File: config.mk
export PLATFORM = sky130hd
export DESIGN_NAME = alu_arbiter
export DESIGN_NICKNAME = d
export VERILOG_FILES = /design/src/rtl/holy_core_pkg.sv /design/src/rtl/alu.sv /design/src/rtl/alu_arb_grant.sv /design/src/rtl/alu_arbiter.sv
export SDC_FILE = /design/constraint.sdc
export NUM_CORES = 1
export LEC_CHECK = 0
export BUFFER_PORTS_ARGS = -buffer_cell sky130_fd_sc_hd__buf_2
export CORE_ASPECT_RATIO = 0.8
export CORE_MARGIN = 2
export CORE_UTILIZATION = 30
export DETAILED_ROUTE_END_ITERATION = 8
export GPL_TIMING_DRIVEN = 0
export PLACE_DENSITY = 0.56
export SYNTH_ARGS = -nofsm -noshare
export SYNTH_HDL_FRONTEND = slang
export SYNTH_SLANG_ARGS = --single-unit
File: constraint.sdc
create_clock -name clk -period 2.1 [get_ports clk]
set_input_delay 0.42 -clock clk [delete_from_list [all_inputs] [get_ports clk]]
set_output_delay 0.42 -clock clk [all_outputs]
set_load 0.01 [all_outputs]
File: src/rtl/holy_core_pkg.sv
// Shared core types: ALU control codes plus the ALU arbiter state encoding and limits.
package holy_core_pkg;

   typedef enum logic [3:0] {
      ALU_ADD  = 4'b0000,
      ALU_SUB  = 4'b0001,
      ALU_AND  = 4'b0010,
      ALU_OR   = 4'b0011,
      ALU_SLL  = 4'b0100,
      ALU_SLT  = 4'b0101,
      ALU_SRL  = 4'b0110,
      ALU_SLTU = 4'b0111,
      ALU_XOR  = 4'b1000,
      ALU_SRA  = 4'b1001
   } alu_control_t;

   typedef enum logic {
      ARB_IDLE = 1'b0,
      ARB_HOLD = 1'b1
   } alu_arb_state_t;

   localparam int ALU_ARB_MAX_REQ = 8;

endpackage

File: src/rtl/alu.sv
// Core integer ALU, purely combinational; undefined control codes yield 0 (zero flag set).
module alu
   import holy_core_pkg::*;
(
   input  alu_control_t alu_control,
   input  logic [31:0]  src1,
   input  logic [31:0]  src2,
   output logic [31:0]  alu_result,
   output logic         zero,
   output logic         last_bit,
   output logic [31:0]  aligned_addr
);

   always_comb begin
      alu_result = 32'd0;
      case (alu_control)
         ALU_ADD:  alu_result = src1 + src2;
         ALU_SUB:  alu_result = src1 - src2;
         ALU_AND:  alu_result = src1 & src2;
         ALU_OR:   alu_result = src1 | src2;
         ALU_XOR:  alu_result = src1 ^ src2;
         ALU_SLL:  alu_result = src1 << src2[4:0];
         ALU_SRL:  alu_result = src1 >> src2[4:0];
         ALU_SRA:  alu_result = $unsigned($signed(src1) >>> src2[4:0]);
         ALU_SLT:  alu_result = {31'd0, $signed(src1) < $signed(src2)};
         ALU_SLTU: alu_result = {31'd0, src1 < src2};
         default:  alu_result = 32'd0;
      endcase
   end

   assign zero         = (alu_result == 32'd0);
   assign last_bit     = alu_result[0];
   assign aligned_addr = {alu_result[31:2], 2'b00};

endmodule

File: src/rtl/alu_arb_grant.sv
// One-hot requester picker. HOLY_ALU_ARB_RR_EN: search starts at rr_ptr and wraps;
// otherwise fixed priority (lowest index wins) and rr_ptr is ignored.
module alu_arb_grant #(
   parameter  int NUM_REQ = 2,
   localparam int IDX_W   = $clog2(NUM_REQ)
) (
   input  logic [NUM_REQ-1:0] req_valid,
   input  logic [IDX_W-1:0]   rr_ptr,
   output logic [NUM_REQ-1:0] grant,
   output logic [IDX_W-1:0]   grant_idx,
   output logic               grant_any
);

`ifdef HOLY_ALU_ARB_RR_EN
   always_comb begin
      int idx;
      idx       = 0;
      grant     = '0;
      grant_idx = '0;
      grant_any = 1'b0;
      for (int k = 0; k < NUM_REQ; k++) begin
         idx = (int'(rr_ptr) + k) % NUM_REQ;
         if (!grant_any && req_valid[idx]) begin
            grant[idx] = 1'b1;
            grant_idx  = IDX_W'(idx);
            grant_any  = 1'b1;
         end
      end
   end
`else
   logic rr_ptr_unused;
   assign rr_ptr_unused = ^rr_ptr;

   // Scanning downward lets the lowest valid index overwrite any earlier pick.
   always_comb begin
      grant     = '0;
      grant_idx = '0;
      grant_any = 1'b0;
      for (int k = NUM_REQ - 1; k >= 0; k--) begin
         if (req_valid[k]) begin
            grant     = '0;
            grant[k]  = 1'b1;
            grant_idx = IDX_W'(k);
            grant_any = 1'b1;
         end
      end
   end
`endif

endmodule

File: src/rtl/alu_arbiter.sv
// Shares one ALU among NUM_REQ valid/ready requesters; accept in N -> rsp_valid in N+1,
// one op/cycle while the owner drains. HOLY_ALU_ARB_RR_EN selects round-robin over fixed priority.
module alu_arbiter
   import holy_core_pkg::*;
#(
   parameter  int NUM_REQ = 2,
   localparam int IDX_W   = $clog2(NUM_REQ)
) (
   input  logic                  clk,
   input  logic                  rst_n,
   input  logic [NUM_REQ-1:0]    req_valid,
   output logic [NUM_REQ-1:0]    req_ready,
   input  logic [NUM_REQ*4-1:0]  req_op,
   input  logic [NUM_REQ*32-1:0] req_src1,
   input  logic [NUM_REQ*32-1:0] req_src2,
   output logic [NUM_REQ-1:0]    rsp_valid,
   input  logic [NUM_REQ-1:0]    rsp_ready,
   output logic [31:0]           rsp_result,
   output logic                  rsp_zero,
   output logic                  rsp_last_bit
);

   alu_arb_state_t     state;
   logic [IDX_W-1:0]   owner;
   logic [IDX_W-1:0]   rr_ptr;
   logic [IDX_W-1:0]   grant_idx;
   logic [NUM_REQ-1:0] grant;
   logic               grant_any;
   logic               drain;
   logic               slot_free;
   logic               acc;

   alu_control_t       alu_op;
   logic [31:0]        alu_a;
   logic [31:0]        alu_b;
   logic [31:0]        alu_res;
   logic               alu_zero;
   logic               alu_last;
   logic [31:0]        alu_aligned_addr_unused;

   alu_arb_grant #(.NUM_REQ(NUM_REQ)) u_grant (
      .req_valid (req_valid),
      .rr_ptr    (rr_ptr),
      .grant     (grant),
      .grant_idx (grant_idx),
      .grant_any (grant_any)
   );

   // Only the owner's rsp_ready matters; other bits are ignored.
   assign drain     = (state == ARB_HOLD) & rsp_ready[owner];
   assign slot_free = (state == ARB_IDLE) | drain;
   assign req_ready = grant & {NUM_REQ{slot_free}};
   assign acc       = |(req_valid & req_ready);

   always_comb begin
      alu_op = ALU_ADD;
      alu_a  = 32'd0;
      alu_b  = 32'd0;
      if (grant_any) begin
         alu_op = alu_control_t'(req_op[int'(grant_idx)*4 +: 4]);
         alu_a  = req_src1[int'(grant_idx)*32 +: 32];
         alu_b  = req_src2[int'(grant_idx)*32 +: 32];
      end
   end

   alu u_alu (
      .alu_control  (alu_op),
      .src1         (alu_a),
      .src2         (alu_b),
      .alu_result   (alu_res),
      .zero         (alu_zero),
      .last_bit     (alu_last),
      .aligned_addr (alu_aligned_addr_unused)
   );

   always_ff @(posedge clk or negedge rst_n) begin
      if (!rst_n) begin
         state        <= ARB_IDLE;
         owner        <= '0;
         rsp_valid    <= '0;
         rsp_result   <= 32'd0;
         rsp_zero     <= 1'b0;
         rsp_last_bit <= 1'b0;
      end else if (acc) begin
         state        <= ARB_HOLD;
         owner        <= grant_idx;
         rsp_valid    <= grant;
         rsp_result   <= alu_res;
         rsp_zero     <= alu_zero;
         rsp_last_bit <= alu_last;
      end else if (drain) begin
         state        <= ARB_IDLE;
         rsp_valid    <= '0;
      end
   end

`ifdef HOLY_ALU_ARB_RR_EN
   always_ff @(posedge clk or negedge rst_n) begin
      if (!rst_n) begin
         rr_ptr <= '0;
      end else if (acc) begin
         rr_ptr <= (int'(grant_idx) == NUM_REQ - 1) ? '0 : grant_idx + IDX_W'(1);
      end
   end
`else
   assign rr_ptr = '0;
`endif

endmodule

=== Yosys cells after proc, flatten, opt, wreduce, memory -nomap -nowiden ===
Index checks and enable logic that the tools add are counted.

* Multiply operators: 0
* Magnitude comparators: 3
* Shift-type cells: 6
* Equal/unequal tests: 9
* Multiplexer cells: 15
* Div/mod/pow operators: 0
* Bitwise logic cells: 8
* Reduce and logical (&&, ||, !) cells: 4
* $add $sub $neg: 2

{| class="wikitable"
|+ Operators with widths
! operator !! number
|-
| $pmux W32 S10 || 1
|-
| $shiftx A64 B7 Y32 || 2
|-
| $lt A32 B32 Y1 || 2
|-
| $mux W32 || 2
|-
| $add A32 B32 Y32 || 1
|-
| $and A32 B32 Y32 || 1
|-
| $logic_not A32 Y1 || 1
|-
| $or A32 B32 Y32 || 1
|-
| $shl A32 B5 Y32 || 1
|-
| $shr A32 B5 Y32 || 1
|-
| $sshr A32 B5 Y32 || 1
|-
| $sub A32 B32 Y32 || 1
|-
| $xor A32 B32 Y32 || 1
|-
| $eq A4 B3 Y1 const B || 4
|-
| $eq A4 B2 Y1 const B || 2
|-
| $eq A4 B4 Y1 const B || 2
|-
| $mux W2 || 4
|-
| $shiftx A8 B4 Y4 || 1
|-
| $mux W1 || 7
|-
| $and A2 B2 Y2 || 2
|-
| $eq A4 B1 Y1 const B || 1
|-
| $logic_not A4 Y1 || 1
|-
| $mux W4 || 1
|-
| $lt A1 B2 Y1 const B || 1
|-
| 5 further kinds || 5
|}

* Input bits: 142
* Register bits: 38
* Bits in writable memories: 0
* Latch bits: 0
* Bits in read-only memories: 0
* Logic and storage cells: 53
* Memories kept: 0
* Output and inout port bits: 38

=== Logic depth before layout (Yosys ltp) ===
Gate-level depths: netlist of the first run.

* Word-level depth: 8
* Mapped depth: 22
* Depth with buffers taken out: 17

=== Hierarchy ===
Synthesis of the first run repeated with hierarchy kept, for this count alone.

* Cell total of the unflattened synthesis: 1742
* Area total of the unflattened synthesis: 13000.0 µm²

{| class="wikitable"
|+ By module, submodules not included
! module !! instances !! cells each !! area an instance (µm²)
|-
| alu || 1 || 1483 || 10138.5
|-
| alu_arbiter || 1 || 255 || 2831.5
|-
| alu_arb_grant || 1 || 4 || 30.0
|}

=== Worst setup path after synthesis of the first run ===
No wires, ideal clock.

* Path type: input port to flip-flop
* From: input port req_valid[0]
* To: register rsp_zero
* Cell stages on the path: 22
* Setup slack: -2970 ps
* Data required time: 2033 ps
* Data arrival time: 5002 ps
* Setup time: 67 ps
* Path through: buf_4 -> buf_2 -> buf_2 -> buf_2 -> clkbuf_1 -> clkbuf_1 -> buf_1 -> a22oi_1 -> ha_1 -> clkbuf_1 -> nand2b_1 -> a221oi_2 -> a211oi_2 -> o21a_1 -> o31ai_1 -> a21oi_1 -> a211oi_1 -> a31oi_1 -> a2111oi_0 -> nand4_1 -> nor4_1 -> a32o_1

* Longest elaborated chain between the ends: 6
* Elaborated cells between the ends (all ways): 34

{| class="wikitable"
|+ RTL lines
! what !! RTL line !! source
|-
| from (decl) || alu_arbiter.sv:11 || <nowiki>input logic [NUM_REQ-1:0] req_valid,</nowiki>
|-
| $mux W1 || alu_arb_grant.sv:40 || <nowiki>if (req_valid[k]) begin</nowiki>
|-
| $shiftx A64 B7 Y32, or another cell as far along || alu_arbiter.sv:61 || <nowiki>alu_a = req_src1[int'(grant_idx)*32 +: 32];</nowiki>
|-
| $mux W32 / $mux W4 (equally long branches) || alu_arbiter.sv:59 || <nowiki>if (grant_any) begin</nowiki>
|-
| $sub A32 B32 Y32, or another cell as far along || alu.sv:18 || <nowiki>ALU_SUB: alu_result = src1 - src2;</nowiki>
|-
| $pmux W32 S10 || alu.sv:16 || <nowiki>case (alu_control)</nowiki>
|-
| $logic_not A32 Y1 || alu.sv:31 || <nowiki>assign zero = (alu_result == 32'd0);</nowiki>
|-
| to (signal assigned) || alu_arbiter.sv:89 || <nowiki>rsp_zero <= alu_zero;</nowiki>
|-
| to (decl) || alu_arbiter.sv:19 || <nowiki>output logic rsp_zero,</nowiki>
|}

Parallel ways exist; a longest one is shown, timed or not.
A chain may end at the register's enable or synchronous reset.

=== Worst setup path in the final report of the first run ===
* From: input port req_valid[1]
* To: register rsp_zero

* Longest elaborated chain between the ends: 7
* Elaborated cells between the ends (all ways): 36

{| class="wikitable"
|+ RTL lines
! what !! RTL line
|-
| $mux W1 (2 in series) || alu_arb_grant.sv:40
|-
| $shiftx A64 B7 Y32, or another cell as far along || alu_arbiter.sv:61
|-
| $mux W32 / $mux W4 (equally long branches) || alu_arbiter.sv:59
|-
| $sub A32 B32 Y32, or another cell as far along || alu.sv:18
|-
| $pmux W32 S10 || alu.sv:16
|-
| $logic_not A32 Y1 || alu.sv:31
|}

Parallel ways exist; a longest one is shown, timed or not.

==> flow_summary.yaml, run 1 <==
timing:
  slew_headroom_pct: 11.9
  fin_crit_ps: 4900
  fin_ws_ps: -2800
  period_share_pct: 233
  holdWs_ps: 239
  finalMaxSlewViolations: 0
  fmaxAchievable_mhz: 204
  fin_tns_setup_ps: -66250
  rsz0062_at_grt: "true"
  skew_ps: 2.48
  hold_viol_final: 0
  tightest_slew_ps: 1310
  setup_violations: 33
cells_and_area:
  final_util_pct: 42.1
  fin_cells: 2693
  final_cell_area_sq_mm: 0.0170
  drive_above_1_share_pct: 31.4
  layout.nets: 2389
  area_delta_synth_final_pct: 39.4
  final_common_cell: "buf_2"
  layout_common_cells: "buf_2, nand2_1, nor2_1"
floorplan:
  initial_core_util_pct: 30.2
  die_height_um: 184
  core_sq_mm: 0.0404
  fp-row-count: 66
  ioPinCount: 180
  die_w_um: 230
  die-area_sq_mm: 0.0423
clock_tree:
  clkLatencyLatePin_ps: 280
  cts_root_buffer: "clkbuf_16"
  cts_buffers: 5
  cts_buffer_depth: 2
  cts.sinks: 37
  tritoncts: "built"
  clk_pin_slew_ps: 60
  cts_hold_buffers: 0
  htree_num_levels: 2
grt:
  grtUsageTotal_pct: 44.9
  antenna_found_initial: 4
  overflow: 0
  grt_start_max_net_pins: 38
  grt_pass1_wl_um: 135000
  grt_pass1_vias: 17200
synthesis:
  yosys_warnings: 0
  synth-seq-area-share_pct: 7.59
  synth_cell_types: 96
  synthArstFlopShare_pct: 100
  synth_nets: 2110
  synth_area_per_cell_sq_um: 6.53
  synth_edf_count: 0
  syn_area_sq_mm: 0.0122
  ys_ff_latch: 37
  synth_ff_type: "dfrtp_1"
  synthCells: 1869
min_path:
  hp-class: "input pin to asynchronous set/reset pin"
setup_path:
  cpPeakStageDelay_ps: 420
  end_kind: "flip-flop"
  critPathLaunchType: "input pin"
  path_cells: "buf_8 -> buf_12 -> and2b_2 -> buf_12 -> clkbuf_16 -> clkbuf_16 -> a22o_4 -> fa_2 -> a211o_1 -> a311o_2 -> a2111oi_4 -> or3_1 -> o211ai_1 -> o32a_1 -> nand2_1 -> o211ai_1 -> a21oi_2 -> nand3_1 -> nor4_2 -> a32o_1"
  cp.arrival_ps: 5120
  path_max_fanout: 8
  required_ps: 2320
  critPathKind: "input pin to flip-flop"
  cp_slowest_cell: "a2111oi_4"
place:
  port_buffers: 179
  placed_area_sq_mm: 0.0141
  hpwl_um: 79600
  gp_congestion: 1.08
  place_inst: 2595
drt:
  drt_iter0_markers: 3115
  ant_nets: 0
  vias: 18700
  wl_per_cell_um: 36.7
  via_per_inst: 6.95
  drc: 0
  firstDrtPassIters: 5
  wl_um: 98800
job:
  cap_viol_max_count: 0
run_status:
  failed_checks: "negative setup slack"
  status: "finished, violations left"
pwr:
  ir_drop_uv: 713
  power_density_mw_per_mm2: 537
  leakage_nw: 7.01
-- path summary, 6_finish.rpt --
check	start	depth (start not counted)	slack [ps]	to
setup / recovery	req_valid[1]	20	-2800	rsp_zero
hold / removal	rst_n	1	240	rsp_result[16]
max in group asynchronous	rst_n	1	1340	rsp_result[25]
hold reg to reg	rsp_result[27]	2	480	rsp_result[27]
setup reg to reg	owner	11	-1050	rsp_zero
min in group clk	rsp_result[27]	2	480	rsp_result[27]
-- logic make-up after synthesis --
| kind of cell | synth area share (%) |
|---|---|
| compound gates | 44.6 |
| simple gates | 25.1 |
| buf+inv | 8.28 |
| fa+ha+maj | 10.3 |
| flops | 7.59 |
| mux | 3.21 |
| xor+xnor | 1.00 |
-- metrics by stage --
stage | setup slack, ps | power [mW]
after global placement | -4920 | 6.70
after floorplan | -2350 | 4.22
after global routing | -2900 | 9.41
after CTS | -2690 | 8.39
after detailed placement | -4850 | 6.69
final | -2800 | 9.14
-- registers in the layout, summed over array words and instances (netlist names) --
| name | count |
|---|---|
| rsp_zero | 1 |
| rsp_result | 32 |
| owner | 1 |
| rsp_valid | 2 |
| state | 1 |
-- synthesized netlist by cell type (34+ instances only) --
cell        n  area, sq um
nor2_1    173          649
dfrtp_1    37          926
o21ai_0   173          866
o21ai_1    34          170
nor3_1     35          175
o22ai_1    46          288
ha_1       97         1210
o211ai_1   34          255
inv_1      91          342
clkbuf_1   75          282
a21oi_1   142          711
a22oi_1    45          338
nand2_1   201          754
nand3_1    93          465
buf_2      37          185
-- layout make-up --
type | count | area (sq um)
fillers | 4262 | 23400
multi-input cells | 1593 | 11900
repair buffers | 279 | 1780
plain buffers | 137 | 1220
flip-flops and latches | 37 | 926
well taps | 544 | 681
inverters | 95 | 360
clock buffers | 6 | 129
clock inverters | 1 | 8.76
diodes | 1 | 2.50
-- timing repair --
item | in CTS | in global routing
gates resized for setup | 362 | 126
buffers inserted | 71 | 25
setup endpoints to repair | 39 | 33
cloned | 1 | 0
pin swaps | 72 | 47
-- per-layer routing --
metal / vias to the layer above / GRT usage, % / wire length (um)
li1: 7698 / - / -
met1: 9201 / 61.3 / 41200
met2: 1509 / 61.8 / 37400
met3: 309 / 16.8 / 14300
met4: 2 / 20.4 / 5930
met5: - / 0 / 13
-- worst max-delay path, delay by kind of cell --
kind                       cells  cell delay, ps
AOI/OAI and AO/OA              9            2650
adders and majority gates      1             400
buffers and inverters          5             750
and+or+nand+nor                5             890
-- power by group --
part / switching [mW] / total (mW) / internal (mW)
clock: 0.293 / 0.729 / 0.436
combinational: 4.83 / 7.35 / 2.52
sequential: 0.128 / 1.07 / 0.939
total: 5.25 / 9.14 / 3.90
(Power assumes the default switching activity.)
==> run 2: changes to the inputs <==
--- a/config.mk
+++ b/config.mk
@@ -9,9 +9,11 @@
 export CORE_ASPECT_RATIO = 0.8
 export CORE_MARGIN = 2
 export CORE_UTILIZATION = 30
+export CTS_CLUSTER_SIZE = 16
 export DETAILED_ROUTE_END_ITERATION = 8
 export GPL_TIMING_DRIVEN = 0
 export PLACE_DENSITY = 0.56
+export SETUP_SLACK_MARGIN = 0.3
 export SYNTH_ARGS = -nofsm -noshare
 export SYNTH_HDL_FRONTEND = slang
 export SYNTH_SLANG_ARGS = --single-unit
==> run 2 against run 1 <==
Effect of this change: the run still ends with negative setup slack left; hold slack got worse by 1.8 ps; die area unchanged; register-to-register slack improved by 280 ps; cell area rose by 1.4%; non-clock buffer count up 24; combinational power increased by 1%; setup slack worse by 24 ps; critical path type unchanged.
==> flow_summary.yaml, run 2 (synthesized netlist as in run 1, its figures left out) <==
run_status:
  status: "finished, violations left"
  failed_checks: "negative setup slack"
pwr:
  leakage_nw: 7.13
  p_comb_share_pct: 80.6
  p_seq_share_pct: 11.5
  p_sw_share_pct: 57.1
  power_density_mw_per_mm2: 537
  p_switching_mw: 5.29
  internal_power_mw: 3.97
  ir_drop_uv: 712
  clockPowerShare_pct: 7.9
  total_power_mw: 9.26
grt:
  met3_usage_pct: 17.2
  grt_pass1_vias: 17200
  grt_pass1_wl_um: 135000
  grt_util_met1_pct: 61.2
  grt_start_max_net_pins: 38
  use_met2_pct: 62.5
  antenna_found_initial: 2
  grtUsageTotal_pct: 45.0
  overflow: 0
  grt_busiest_layer: "met2"
cells_and_area:
  drive_above_1_share_pct: 31.8
  regMostFlops: "rsp_result"
  reg_top3: "rsp_result: 32 flops, rsp_valid: 2 flops"
  layout_common_cells: "buf_2, nand2_1, nor2_1"
  layout.nets: 2413
  fin_cells: 2720
  final_cell_area_sq_mm: 0.0172
  area_delta_synth_final_pct: 41.3
  final_common_cell: "buf_2"
  largest_reg_flops: 32
place:
  gp_congestion: 1.08
  place_inst: 2595
  placed_area_sq_mm: 0.0141
  pre_cts_ws_ps: -4850
  hpwl_um: 79600
  port_buffers: 179
drt:
  wl_per_cell_um: 36.5
  via_per_inst: 6.93
  vias: 18900
  ant_nets: 0
  drc: 0
  drt_iter0_markers: 3137
  wl_um: 99300
  firstDrtPassIters: 6
clock_tree:
  cts_buffers: 5
  cts_buffer_depth: 2
  cts_root_buffer: "clkbuf_16"
  clkLatencyLatePin_ps: 280
  tritoncts: "built"
  htree_num_levels: 2
  clk_pin_slew_ps: 50
  cts.sinks: 37
min_path:
  hp-class: "input pin to asynchronous set/reset pin"
timing:
  rsz0062_at_grt: "true"
  fin_crit_ps: 4930
  setup_violations: 33
  fin_ws_ps: -2830
  period_share_pct: 235
  hold_viol_final: 0
  tightest_slew_ps: 1360
  skew_ps: 3.40
  fin_tns_setup_ps: -67160
  fmaxAchievable_mhz: 203
  slew_headroom_pct: 8.95
  finalMaxSlewViolations: 0
floorplan:
  die_w_um: 230
  ioPinCount: 180
  fp-row-count: 66
  initial_core_util_pct: 30.2
  die_height_um: 184
  core_sq_mm: 0.0404
  die-area_sq_mm: 0.0423
job:
  cap_viol_max_count: 0
setup_path:
  required_ps: 2270
  cp_slowest_cell: "or4_1"
  rr_startpoint: "owner"
  end_kind: "flip-flop"
  path_max_fanout: 8
  cpPeakStageDelay_ps: 510
  cp.arrival_ps: 5090
  critPathKind: "input pin to flip-flop"
  crit_path_frequent_cell: "buf_12"
  critPathLaunchType: "input pin"
  rr_worst_depth: 11
  rr_endpoint: "rsp_zero"
  path_cells: "buf_12 -> buf_12 -> buf_12 -> buf_12 -> buf_12 -> clkbuf_16 -> clkbuf_16 -> buf_4 -> a22o_1 -> ha_1 -> or3_1 -> nor2_2 -> inv_1 -> or3_1 -> o211ai_1 -> nor2_1 -> or4_1 -> a22o_2 -> nor2b_1 -> nand4_1 -> nor4_2 -> a32o_1"
  reg2reg_slack_ps: -770
[run 2: changes by cell type in the layout (fill, tap and decap cells not counted), sizes merged]
cell	before	now
buf	351	371
clkbuf	71	75
diode	1	4
inv	94	92
clkinv	2	3
clkinvlp	0	1
[run 2: how the worst max path moves through the flow]
stage            startpoint       end  slack, ps
2_1_floorplan  req_valid[0]  rsp_zero      -2350
5_1_grt        req_valid[0]  rsp_zero      -2960
6_report       req_valid[0]  rsp_zero      -2830
4_1_cts        req_valid[0]  rsp_zero      -2690
3_3_place_gp   req_valid[1]  rsp_zero      -4920
3_5_place_dp   req_valid[1]  rsp_zero      -4850
[run 2: timing repair]
action                     4_1_cts  5_1_grt
resized for setup              374      138
cloned                           2        0
hold buffers                     0        0
pin swaps                       76       62
setup endpoints to repair       39       35
buffers inserted                75       37
[run 2: critical path: cells and delay by family]
family | cells | cell delay, ps
AND/OR/NAND/NOR | 8 | 1940
adder cells (fa/ha/maj) | 1 | 360
buffers and inverters | 9 | 1180
AO/OA/AOI/OAI | 4 | 1170
[run 2: cell type report]
class,instances,area (sq um)
Sequential cell,37,926
Antenna cell,4,10.0
Tap cell,544,681
Clock inverter,1,8.76
Multi-Input combinational cell,1593,11900
Fill cell,4212,23100
Buffer,144,1290
Inverter,95,378
Timing Repair Buffer,296,1930
Clock buffer,6,129
[run 2: power groups by stage]
stage	combinational (mW)	clock (mW)	sequential [mW]
after detailed placement	5.62	0	1.07
final	7.46	0.728	1.07
after CTS	6.63	0.749	1.07
after global routing	7.68	0.769	1.09
after global placement	5.63	0	1.07
after floorplan	3.04	0	1.17
[run 2: per-stage QoR]
stage	hold slack, ps	utilization (%)
2_1_floorplan	124	-
3_3_place_gp	462	34.8
3_5_place_dp	470	34.9
4_1_cts	264	40.6
5_1_grt	312	42.7
6_report	237	42.7
[run 2: per-layer routing]
layer / routed length, um / vias to the layer above
met3: 14800 / 247
met2: 38400 / 1479
li1: - / 7760
met5: 0 / -
met1: 41000 / 9366
met4: 5090 / 0
